--- config.mk ---
export PLATFORM = sky130hd
export DESIGN_NAME = cnn_result_streamer_flat
export DESIGN_NICKNAME = d
export VERILOG_FILES = /design/src/rtl/cnn_result_streamer_if.sv /design/src/rtl/cnn_result_streamer.sv /design/src/flat_wrapper.sv
export SDC_FILE = /design/constraint.sdc
export NUM_CORES = 1
export LEC_CHECK = 0
export ABC_CLOCK_PERIOD_IN_PS = 3600
export BUFFER_PORTS_ARGS = -buffer_cell sky130_fd_sc_hd__buf_2
export CAP_MARGIN = 20
export CORE_AREA = 10 10 460 462
export CTS_BUF_LIST = sky130_fd_sc_hd__clkbuf_8
export CTS_CLUSTER_SIZE = 28
export DETAILED_ROUTE_END_ITERATION = 10
export DIE_AREA = 0 0 470 472
export GPL_ROUTABILITY_DRIVEN = 0
export PLACE_DENSITY = 0.3
export SKIP_CTS_REPAIR_TIMING = 1
export SYNTH_ARGS = -nofsm -noshare
export SYNTH_HDL_FRONTEND = slang
export SYNTH_SLANG_ARGS = --single-unit
--- constraint.sdc ---
create_clock -name clk -period 3.6 [get_ports clk]
set_input_delay 0.72 -clock clk [delete_from_list [all_inputs] [get_ports clk]]
set_output_delay 0.72 -clock clk [all_outputs]
set_load 0.02 [all_outputs]
--- src/rtl/cnn_result_streamer_if.sv ---
// Result stream bundle between the CNN result drain and the downstream pooling/DMA stage.
// Latency: none, wires only.
// Backpressure: master holds all fields while out_valid && !out_ready. sat_flag exists only with RESULT_SAT_EN.
interface cnn_result_streamer_if #(
    parameter int OUT_DW = 16,
    parameter int IDX_W  = 6
);
    logic [OUT_DW-1:0] out_data;
    logic              out_valid;
    logic              out_ready;
    logic [IDX_W-1:0]  out_idx;
    logic              out_row_end;
    logic              out_last;
`ifdef RESULT_SAT_EN
    logic              sat_flag;
`endif

    modport master (
        input  out_ready,
        output out_data, out_valid, out_idx, out_row_end, out_last
`ifdef RESULT_SAT_EN
        , sat_flag
`endif
    );

    modport slave (
        output out_ready,
        input  out_data, out_valid, out_idx, out_row_end, out_last
`ifdef RESULT_SAT_EN
        , sat_flag
`endif
    );
endinterface

--- src/rtl/cnn_result_streamer.sv ---
// Drains the conv engine result array in raster order as a valid/ready word stream.
// Latency: first word one cycle after a done rising edge is sampled, then 1 word/cycle.
// Backpressure: output register holds while out_valid && !out_ready; nothing is dropped.
// Optional macro RESULT_SAT_EN: signed clamp to OUT_DW bits plus a per-word sat_flag.
module cnn_result_streamer #(
    parameter  int IMG_W  = 8,
    parameter  int IMG_H  = 8,
    parameter  int DATA_W = 32,
    parameter  int OUT_DW = 16,
    localparam int OUT_W  = IMG_W - 2,
    localparam int OUT_H  = IMG_H - 2,
    localparam int N      = OUT_W * OUT_H,
    localparam int IDX_W  = (N > 1) ? $clog2(N) : 1,
    localparam int PTR_W  = $clog2(N + 1)
) (
    input  logic                     clk,
    input  logic                     rst,
    input  logic                     eng_done,
    input  logic signed [DATA_W-1:0] res_ram [N],
    output logic                     busy,
    output logic                     overrun,
    output logic [7:0]               frame_cnt,
    cnn_result_streamer_if.master    bus
);

    typedef enum logic {ST_IDLE, ST_STREAM} state_t;

    state_t            state_q, state_d;
    logic              done_q, done_d;
    logic [PTR_W-1:0]  rd_ptr_q, rd_ptr_d;
    logic [OUT_DW-1:0] out_data_q, out_data_d;
    logic [IDX_W-1:0]  out_idx_q, out_idx_d;
    logic              out_valid_q, out_valid_d;
    logic              out_row_end_q, out_row_end_d;
    logic              out_last_q, out_last_d;
    logic              busy_q, busy_d;
    logic              overrun_q, overrun_d;
    logic [7:0]        frame_cnt_q, frame_cnt_d;

    logic              done_edge;
    logic              load_en;
    logic [IDX_W-1:0]  load_idx;

`ifdef RESULT_SAT_EN
    localparam logic signed [DATA_W-1:0] SAT_MAX =
        {{(DATA_W-OUT_DW+1){1'b0}}, {(OUT_DW-1){1'b1}}};
    localparam logic signed [DATA_W-1:0] SAT_MIN = ~SAT_MAX;

    logic sat_flag_q, sat_flag_d;

    function automatic logic [OUT_DW-1:0] conv_word(input logic signed [DATA_W-1:0] w);
        if (w > SAT_MAX)      return SAT_MAX[OUT_DW-1:0];
        else if (w < SAT_MIN) return SAT_MIN[OUT_DW-1:0];
        else                  return w[OUT_DW-1:0];
    endfunction

    function automatic logic is_sat(input logic signed [DATA_W-1:0] w);
        return (w > SAT_MAX) || (w < SAT_MIN);
    endfunction
`else
    function automatic logic [OUT_DW-1:0] conv_word(input logic signed [DATA_W-1:0] w);
        return w[OUT_DW-1:0];
    endfunction

    // Truncation drops the upper result bits on purpose; fold them so they read as consumed.
    logic unused_hi_bits;
    always_comb begin
        unused_hi_bits = 1'b0;
        for (int i = 0; i < N; i++) begin
            unused_hi_bits = unused_hi_bits ^ (^res_ram[i][DATA_W-1:OUT_DW]);
        end
    end
`endif

    // Next-state: edge detect, frame sequencing and output register loading.
    always_comb begin
        state_d       = state_q;
        done_d        = eng_done;
        rd_ptr_d      = rd_ptr_q;
        out_data_d    = out_data_q;
        out_idx_d     = out_idx_q;
        out_valid_d   = out_valid_q;
        out_row_end_d = out_row_end_q;
        out_last_d    = out_last_q;
        busy_d        = busy_q;
        overrun_d     = overrun_q;
        frame_cnt_d   = frame_cnt_q;
`ifdef RESULT_SAT_EN
        sat_flag_d    = sat_flag_q;
`endif
        done_edge     = eng_done & ~done_q;
        load_en       = 1'b0;
        load_idx      = '0;

        case (state_q)
            ST_IDLE: begin
                if (done_edge) begin
                    load_en = 1'b1;
                    busy_d  = 1'b1;
                    state_d = ST_STREAM;
                end
            end
            ST_STREAM: begin
                // A new frame cannot start until this one drains, including on its final accept.
                if (done_edge) overrun_d = 1'b1;
                if (!out_valid_q || bus.out_ready) begin
                    if (out_valid_q && out_last_q) begin
                        out_valid_d = 1'b0;
                        busy_d      = 1'b0;
                        frame_cnt_d = frame_cnt_q + 8'd1;
                        state_d     = ST_IDLE;
                    end else if (int'(rd_ptr_q) < N) begin
                        load_en  = 1'b1;
                        load_idx = IDX_W'(rd_ptr_q);
                    end
                end
            end
            default: state_d = ST_IDLE;
        endcase

        if (load_en) begin
            out_data_d    = conv_word(res_ram[load_idx]);
            out_idx_d     = load_idx;
            out_row_end_d = (int'(load_idx) % OUT_W) == (OUT_W - 1);
            out_last_d    = int'(load_idx) == (N - 1);
            out_valid_d   = 1'b1;
            rd_ptr_d      = PTR_W'(int'(load_idx) + 1);
`ifdef RESULT_SAT_EN
            sat_flag_d    = is_sat(res_ram[load_idx]);
`endif
        end
    end

    // State and output registers; reset discards any frame in flight.
    always_ff @(posedge clk or posedge rst) begin
        if (rst) begin
            state_q       <= ST_IDLE;
            done_q        <= 1'b0;
            rd_ptr_q      <= '0;
            out_data_q    <= '0;
            out_idx_q     <= '0;
            out_valid_q   <= 1'b0;
            out_row_end_q <= 1'b0;
            out_last_q    <= 1'b0;
            busy_q        <= 1'b0;
            overrun_q     <= 1'b0;
            frame_cnt_q   <= '0;
`ifdef RESULT_SAT_EN
            sat_flag_q    <= 1'b0;
`endif
        end else begin
            state_q       <= state_d;
            done_q        <= done_d;
            rd_ptr_q      <= rd_ptr_d;
            out_data_q    <= out_data_d;
            out_idx_q     <= out_idx_d;
            out_valid_q   <= out_valid_d;
            out_row_end_q <= out_row_end_d;
            out_last_q    <= out_last_d;
            busy_q        <= busy_d;
            overrun_q     <= overrun_d;
            frame_cnt_q   <= frame_cnt_d;
`ifdef RESULT_SAT_EN
            sat_flag_q    <= sat_flag_d;
`endif
        end
    end

    assign bus.out_data    = out_data_q;
    assign bus.out_idx     = out_idx_q;
    assign bus.out_valid   = out_valid_q;
    assign bus.out_row_end = out_row_end_q;
    assign bus.out_last    = out_last_q;
`ifdef RESULT_SAT_EN
    assign bus.sat_flag    = sat_flag_q;
`endif
    assign busy      = busy_q;
    assign overrun   = overrun_q;
    assign frame_cnt = frame_cnt_q;

endmodule
--- src/flat_wrapper.sv ---
// flat-port wrapper written by rule: the top's interface ports become plain ports
module cnn_result_streamer_flat 
#(
    parameter  int IMG_W  = 8,
    parameter  int IMG_H  = 8,
    parameter  int DATA_W = 32,
    parameter  int OUT_DW = 16,
    localparam int OUT_W  = IMG_W - 2,
    localparam int OUT_H  = IMG_H - 2,
    localparam int N      = OUT_W * OUT_H,
    localparam int IDX_W  = (N > 1) ? $clog2(N) : 1,
    localparam int PTR_W  = $clog2(N + 1)
)
  (clk, rst, eng_done, res_ram, busy, overrun, frame_cnt, bus_out_ready, bus_out_data, bus_out_valid, bus_out_idx, bus_out_row_end, bus_out_last);
  cnn_result_streamer_if #(.OUT_DW(OUT_DW)) bus_i ();
  input  logic clk;
  input  logic rst;
  input  logic eng_done;
  input  logic signed [DATA_W-1:0] res_ram[N];
  output logic busy;
  output logic overrun;
  output logic [7:0] frame_cnt;
  input wire logic [$bits(bus_i.out_ready)-1:0] bus_out_ready;
  output wire logic [$bits(bus_i.out_data)-1:0] bus_out_data;
  output wire logic [$bits(bus_i.out_valid)-1:0] bus_out_valid;
  output wire logic [$bits(bus_i.out_idx)-1:0] bus_out_idx;
  output wire logic [$bits(bus_i.out_row_end)-1:0] bus_out_row_end;
  output wire logic [$bits(bus_i.out_last)-1:0] bus_out_last;
  assign bus_i.out_ready = bus_out_ready;
  assign bus_out_data = bus_i.out_data;
  assign bus_out_valid = bus_i.out_valid;
  assign bus_out_idx = bus_i.out_idx;
  assign bus_out_row_end = bus_i.out_row_end;
  assign bus_out_last = bus_i.out_last;
  cnn_result_streamer #(.IMG_W(IMG_W), .IMG_H(IMG_H), .DATA_W(DATA_W), .OUT_DW(OUT_DW)) u_core (.clk(clk), .rst(rst), .eng_done(eng_done), .res_ram(res_ram), .busy(busy), .overrun(overrun), .frame_cnt(frame_cnt), .bus(bus_i));
endmodule
Word level (Yosys, flattened, before mapping). Cells that the tools add are included.

Add/subtract/negate cells: 2. Divide/modulo/power cells: 1. $lt $le $gt $ge: 2. Equality and inequality tests: 5. Mux-type cells: 21. Bitwise logic cells: 4. Reductions and logical operators: 10.

Operators with widths (count): $bmux 32 s6 (1); $eq 32x4->1 const B (1); $mod 7x4->32 const B (1); $mux 16 (2); $mux 6 (4); $mux 1 (11); $reduce_and 3->1 (3); $add 8x1->8 const B (1); $ge 7x7->1 const B (1); $not 6->7 (1); $add 6x1->6 const B (1); $eq 6x6->1 const B (1); $lt 6x6->1 const B (1); $pmux 1 s2 (3); $reduce_bool 2->1 (3); $ne 2x2->1 const B (2); $ne 2x1->1 const B (1); $not 1->1 (2); $reduce_and 2->1 (1); $and 1x1->1 (1); $logic_and 1x1->1 (1); $logic_not 1->1 (1); $logic_or 1x1->1 (1).

Register bits: 43. Bits of input ports: 1156. Word-level logic and storage cells: 56.

Longest topological paths before layout. Gate-level depths: netlist of run 1.

Depth in word-level cells: 9. Depth in mapped cells: 18. Gate-level depth less buffers: 14.

Worst setup path after synthesis of run 1. OpenSTA, ideal clock, no wires.

Path type: input port to flip-flop. Start: in bus_out_ready. End: reg u_core.out_row_end_q, in the netlist u_core.bus.out_row_end. Library setup time: 0.076 ns. Data arrival time: 3.302 ns. Data required time: 3.524 ns. Slack: 0.221 ns. Stages on the path: 17. Buffers on the path: 3. Path through: and2b_1 o21ai_4 nor2_4 inv_2 buf_2 buf_4 buf_2 ha_1 nand2_1 nor3b_1 xnor2_1 ha_1 nor2_1 a211oi_1 a31oi_1 mux2_2 o21ai_1.

Word-level cells in the longest chain between the ends: 5. Elaborated cells between the ends (all ways): 7. Those cells by class: 1 x div; 1 x eq/ne; 4 x mux; 1 x reduce/logical.

RTL lines: from (decl) (RTL line flat_wrapper.sv:23) `input wire logic [$bits(bus_i.out_ready)-1:0] bus_out_ready;`; $logic_or 1x1->1 * (RTL line cnn_result_streamer.sv:106) `if (!out_valid_q || bus.out_ready) begin`; $mux 6 (RTL line cnn_result_streamer.sv:106); $mux 6 (RTL line cnn_result_streamer.sv:95) `case (state_q)`; $mod 7x4->32 (RTL line cnn_result_streamer.sv:124) `out_row_end_d = (int'(load_idx) % OUT_W) == (OUT_W - 1);`; $eq 32x4->1 (RTL line cnn_result_streamer.sv:124); to (signal assigned) (RTL line cnn_result_streamer.sv:158) `out_row_end_q <= out_row_end_d;`; to (decl) (RTL line cnn_result_streamer.sv:34) `logic out_row_end_q, out_row_end_d;`.

Every way passes the cells marked *; elsewhere a longest branch is shown, timed or not. A chain may end at the register's enable or synchronous reset.

Worst setup path in the final report of run 1.
Start: reg u_core.out_valid_q, in the netlist u_core.bus.out_valid. End: reg u_core.out_data_q[0], in the netlist u_core.bus.out_data[0].

Word-level cells in the longest chain between the ends: 8. Elaborated cells between the ends (all ways): 13. Those cells by class: 9 x mux; 1 x bitwise; 3 x reduce/logical.

RTL lines: from (decl) (RTL line cnn_result_streamer.sv:33) `logic out_valid_q, out_valid_d;`; from (signal assigned) (RTL line cnn_result_streamer.sv:157) `out_valid_q <= out_valid_d;`; $logic_and 1x1->1 or $logic_not 1->1 (tied branches) (RTL line cnn_result_streamer.sv:107, cnn_result_streamer.sv:106); $mux 6 or $logic_or 1x1->1 (tied branches) (RTL line cnn_result_streamer.sv:107, cnn_result_streamer.sv:106); $mux 6 (RTL line cnn_result_streamer.sv:106); $mux 6 (RTL line cnn_result_streamer.sv:95); $not 6->7 (not written as such) (RTL line cnn_result_streamer.sv:122) `out_data_d = conv_word(res_ram[load_idx]);`; $bmux 32 s6 (RTL line cnn_result_streamer.sv:122); $mux 16 (not written as such) (2 in a row) (RTL line cnn_result_streamer.sv:122); to (signal assigned) (RTL line cnn_result_streamer.sv:155) `out_data_q <= out_data_d;`; to (decl) (RTL line cnn_result_streamer.sv:31) `logic [OUT_DW-1:0] out_data_q, out_data_d;`.

Parallel ways exist; a longest one is shown, timed or not. The select of a mux whose other input is x is not followed.

==> results of run 1 <==
==> logic make-up after synthesis <==
| logic type | Yosys count | synth area share [%] |
|---|---|---|
| AOI/OAI and AO/OA | 362 | 40.02 |
| and+or+nand+nor | 315 | 21.97 |
| buffers and inverters | 100 | 6.454 |
| muxes | 81 | 12.56 |
| DFF | 43 | 16.62 |
| xor gates and xnor gates | 9 | 1.217 |
| adders and majority gates | 6 | 1.159 |
==> area by class of cell <==
type	instances	area, sq um
inverters	9	41.29
clock buffers	6	82.58
multi-input cells	773	5051
clock inverters	2	16.27
repair buffers	801	4652
diodes	26	65.06
flip-flops and latches	43	1080
well taps	2672	3343
fillers	24020	187600
==> routing by layer <==
layer	part of all wire (%)	routed length (um)
met4	3.2	3326
met3	6.3	6449
met1	40	41220
met2	50	51650
met5	0.18	184
==> through the flow <==
stage	setup TNS (ps)	cells
after global routing	0	4320
final	0	4332
after global placement	-1177	4298
after detailed placement	-1416	4298
after floorplan	0	916
after CTS	-1907	4306
==> worst max-delay path by stage <==
stage	startpoint	to	slack (ps)	depth (start not counted)
6_report	u_core.bus.out_valid$_DFFE_PP0P_	u_core.bus.out_data[0]$_DFFE_PP0P_	240	11
3_3_place_gp	u_core.rd_ptr_q[4]$_DFFE_PP0P_	u_core.bus.out_data[13]$_DFFE_PP0P_	-190	9
4_1_cts	u_core.rd_ptr_q[4]$_DFFE_PP0P_	u_core.bus.out_data[13]$_DFFE_PP0P_	-260	9
3_5_place_dp	u_core.rd_ptr_q[4]$_DFFE_PP0P_	u_core.bus.out_data[13]$_DFFE_PP0P_	-210	9
5_1_grt	u_core.bus.out_last$_DFFE_PP0P_	u_core.bus.out_row_end$_DFFE_PP0P_	30	14
2_1_floorplan	bus_out_ready	u_core.bus.out_row_end$_DFFE_PP0P_	220	17
==> worst max-delay path, cell delays in order (launching register included) <==
cell and delay [ps]:
dfrtp_1 640, inv_2 120, o2111ai_1 600, buf_4 240
nor2_1 60, o31ai_1 580, buf_4 270, nand4_1 190
buf_4 220, o211ai_1 80, buf_4 160, a31oi_1 80
==> power breakdown <==
group	internal, mW	switching, mW	total (mW)
clock network	0.158	0.253	0.411
logic	1.25	2.17	3.43
registers	0.583	0.0862	0.669
total	1.99	2.51	4.51
==> state kept, by name (all words and copies together) (netlist names) <==
signal and cells:
u_core.rd_ptr_q 6, u_core.busy 1, u_core.bus.out_valid 1, u_core.done_q 1, u_core.state_q 1, u_core.bus.out_last 1, u_core.bus.out_idx 6, u_core.frame_cnt 8
u_core.bus.out_data 16, u_core.bus.out_row_end 1, u_core.overrun 1
==> Yosys cell counts (16+ instances only) <==
library cell / number / area share (%)
nand2_1: 191 / 11
a21oi_1: 96 / 7.4
mux2i_1: 79 / 12
o22ai_1: 78 / 7.5
clkbuf_1: 56 / 3.2
dfrtp_1: 43 / 17
nor2_1: 35 / 2.0
o211ai_1: 35 / 4.1
a211oi_1: 31 / 3.6
o221a_2: 30 / 5.2
buf_2: 25 / 1.9
a221oi_1: 19 / 2.6
a31oi_1: 17 / 1.6
o221ai_1: 17 / 2.3
nor4_1: 16 / 1.5
==> flow_summary.yaml, run 1 <==
status:
  status: "finished clean"
placement:
  placed_area_sq_um: 14160
  dpl.hpwl_mm: 93.99
  portBuffers: 614
  preCtsSetupSlack_ps: -207.8
die:
  std_cell_rows: 165
  die_w_um: 470
  die_y_um: 472
  core_area_sq_um: 201900
  initial_core_util_pct: 3.207
  dieArea_sq_um: 221800
  io_pins: 1191
sta:
  fmax_mhz: 297.6
  slew_headroom_pct: 40.65
  tightest_slew_ps: 882.1
  whs_ps: 433.7
  drv_slew: 0
  finalCritPeriodShare_pct: 93.33
  rsz0062_at_grt: "no"
  hold_viol: 0
  fin_crit_ps: 3360
  setup_violations: 0
  finalWorstSetupSlack_ps: 240.0
  finalClockSkew_ps: 16.04
global_routing:
  use_met3_pct: 2.037
  gr-usage-met2_pct: 15.77
  top_usage_layer: "met2"
  grt_max_degree: 77
  grt_pass1_wl_mm: 126.7
  grtUsageMet1_pct: 10.35
  grt_pass1_vias: 11460
  antenna_found_initial: 91
  track_usage_pct: 8.774
  overflow: 0
clocking:
  cts_made_buffers: 5
  insertion_delay_ps: 360
  clk_pin_slew_ps: 120
  cts_tree: "yes"
  ctsRootBufferMaster: "clkbuf_8"
  cts.sinks: 43
  cts-htree-levels: 2
  clockBufferDepth: 2
finish:
  drive_gt1_share_pct: 52.75
  final_cell_area_sq_um: 14330
  final_cell_mix: "buf_2 (614), nand2_1 (189), buf_4 (173)"
  area_delta_synth_final_pct: 121.3
  fin_util_pct: 7.098
  layout_commonest_cell: "buf_2"
  nets: 2795
power_and_ir_drop:
  power.static_leakage_nw: 5.913
  power_density_nw_per_um2: 314.4
  ir_drop_v: 0.0001868
  total_power_mw: 4.506
critical_path:
  r2r-end: "u_core.bus.out_data[0]$_DFFE_PP0P_"
  worst_setup_path_start_kind: "flop"
  worst-r2r-setup-slack_ps: 240
  worstPathArrival_ps: 3610
  path_max_fanout: 9
  end_kind: "flop"
  criticalPathCategory: "flop to flop"
  cp.required_ps: 3850
  reg2reg_depth: 11
  regToRegStartpoint: "u_core.bus.out_valid$_DFFE_PP0P_"
logic_synthesis:
  synth_area_sq_um: 6475
  ys_seq_elements: 43
  async_flop_share_pct: 100.0
  synth_nets: 2078
  synth.distinct_cells: 57
  syn_area_per_cell_sq_um: 7.069
  ys.warnings.count: 0
  synth_ff_type: "dfrtp_1"
  synth_seq_area_share_pct: 16.62
  synthCells: 916
  synth_edf_count: 0
routing:
  vias_per_cell: 2.515
  ant_nets: 0
  first_iter_violations: 719
  wirelength_mm: 102.8
  vias: 10900
  drc_errors: 0
  wl_per_cell_um: 23.74
  drt-pass1-iter-count: 5
min_path:
  worstHoldPathType: "input port to asynchronous set/reset pin"
job:
  cap_violations: 0
(Power assumes the default switching activity.)
==> inputs of run 2 (changes only) <==
CELL_PAD_IN_SITES_DETAIL_PLACEMENT = 1   (was unset)
CELL_PAD_IN_SITES_GLOBAL_PLACEMENT = 2   (was unset)
CORE_AREA = 10 10 458 460   (was 10 10 460 462)
DIE_AREA = 0 0 468 470   (was 0 0 470 472)
PLACE_DENSITY = 0.35   (was 0.3)
==> flow_summary.yaml, run 2 (synthesis results as in run 1) <==
status:
  status: "finished clean"
sta:
  tns_ps: 0
  rsz0062_at_grt: "no"
  finalCritPeriodShare_pct: 92.50
  fmax_mhz: 300.3
  drv_slew: 0
  finalWorstSetupSlack_ps: 270.1
  tightest_slew_ps: 815.0
  hold_viol: 0
  fin_crit_ps: 3330
  finalClockSkew_ps: 39.75
  slew_headroom_pct: 45.16
  whs_ps: 470.2
  setup_violations: 0
routing:
  top_layer_used: "met5"
  drc_errors: 0
  vias: 10840
  vias_per_cell: 2.526
  met1_length_mm: 40.32
  wl_per_cell_um: 24.27
  dr_wl_met2_mm: 53.04
  drt-pass1-iter-count: 5
  ant_nets: 0
  first_iter_violations: 462
  route.met3.wl_mm: 8.224
  wirelength_mm: 104.2
die:
  core_area_sq_um: 200900
  io_pins: 1191
  std_cell_rows: 165
  die_y_um: 470
  initial_core_util_pct: 3.223
  dieArea_sq_um: 220000
  die_w_um: 468
min_path:
  worstHoldPathType: "input port to asynchronous set/reset pin"
clocking:
  clk_pin_slew_ps: 130
  clockBufferDepth: 2
  cts.sinks: 43
  ctsRootBufferMaster: "clkbuf_8"
  insertion_delay_ps: 380
  cts-htree-levels: 2
  cts_made_buffers: 5
  cts_tree: "yes"
finish:
  fin_util_pct: 6.989
  final_cell_mix: "buf_2 (614), nand2_1 (190), buf_4 (130)"
  final_cell_area_sq_um: 14040
  area_delta_synth_final_pct: 116.8
  drive_gt1_share_pct: 51.48
  fin_cells: 4293
  layout_commonest_cell: "buf_2"
  nets: 2754
  largest_reg_flops: 16
critical_path:
  path_max_fanout: 28
  criticalPathCategory: "flop to flop"
  r2r-end: "u_core.bus.out_data[8]$_DFFE_PP0P_"
  cp.required_ps: 3870
  regToRegStartpoint: "u_core.rd_ptr_q[3]$_DFFE_PP0P_"
  worst-r2r-setup-slack_ps: 270
  worstPathArrival_ps: 3600
  reg2reg_depth: 12
  end_kind: "flop"
  worst_setup_path_start_kind: "flop"
placement:
  preCtsSetupSlack_ps: -173.1
  portBuffers: 614
  placed_area_sq_um: 13880
  dpl.hpwl_mm: 93.37
  dpl.cell_count: 4257
global_routing:
  antenna_found_initial: 123
  grt_max_degree: 80
  grt_pass1_vias: 11740
  overflow: 0
  grt_pass1_wl_mm: 128.9
  track_usage_pct: 9.008
power_and_ir_drop:
  total_power_mw: 4.236
  ir_drop_v: 0.0001529
  power.static_leakage_nw: 5.728
  power_density_nw_per_um2: 301.7
job:
  cap_violations: 0
[run 2: report_power, final]
| group | switching [mW] | internal, mW |
|---|---|---|
| registers | 0.0924 | 0.583 |
| clock network | 0.252 | 0.136 |
| logic | 2.01 | 1.16 |
[run 2: how the worst max path moves through the flow]
stage               cells after the start                           start                                  to
global placement                       12                   bus_out_ready  u_core.bus.out_data[0]$_DFFE_PP0P_
detailed placement                     12                   bus_out_ready  u_core.bus.out_data[0]$_DFFE_PP0P_
global route                           12  u_core.rd_ptr_q[3]$_DFFE_PP0P_  u_core.bus.out_data[8]$_DFFE_PP0P_
floorplan                              17                   bus_out_ready  u_core.bus.out_row_end$_DFFE_PP0P_
finish                                 12  u_core.rd_ptr_q[3]$_DFFE_PP0P_  u_core.bus.out_data[8]$_DFFE_PP0P_
CTS                                    12  u_core.rd_ptr_q[3]$_DFFE_PP0P_  u_core.bus.out_data[8]$_DFFE_PP0P_
[run 2: critical path, stage by stage, from the launching register on]
cell and delay, ps:
dfrtp_1 480, o31ai_4 440, nand2_4 120, nor2_4 200, inv_8 150, buf_12 210, buf_4 240, nand2_1 110
a21oi_1 80, buf_4 150, nor4_1 700, buf_4 230, a31oi_1 70
[run 2: layer usage]
metal / track usage [%] / up-vias
li1: - / 4943
met1: 9.992 / 5151
met2: 16.39 / 511
met3: 3.321 / 161
met4: 1.651 / 78
met5: 0 / -
[run 2: area by class of cell]
cell class,instances,area (sq um)
fillers,24220,186800
multi-input cells,773,5049
well taps,2672,3343
clock inverters,3,17.52
inverters,9,41.29
clock buffers,5,68.82
diodes,28,70.07
flip-flops and latches,43,1080
repair buffers,760,4369
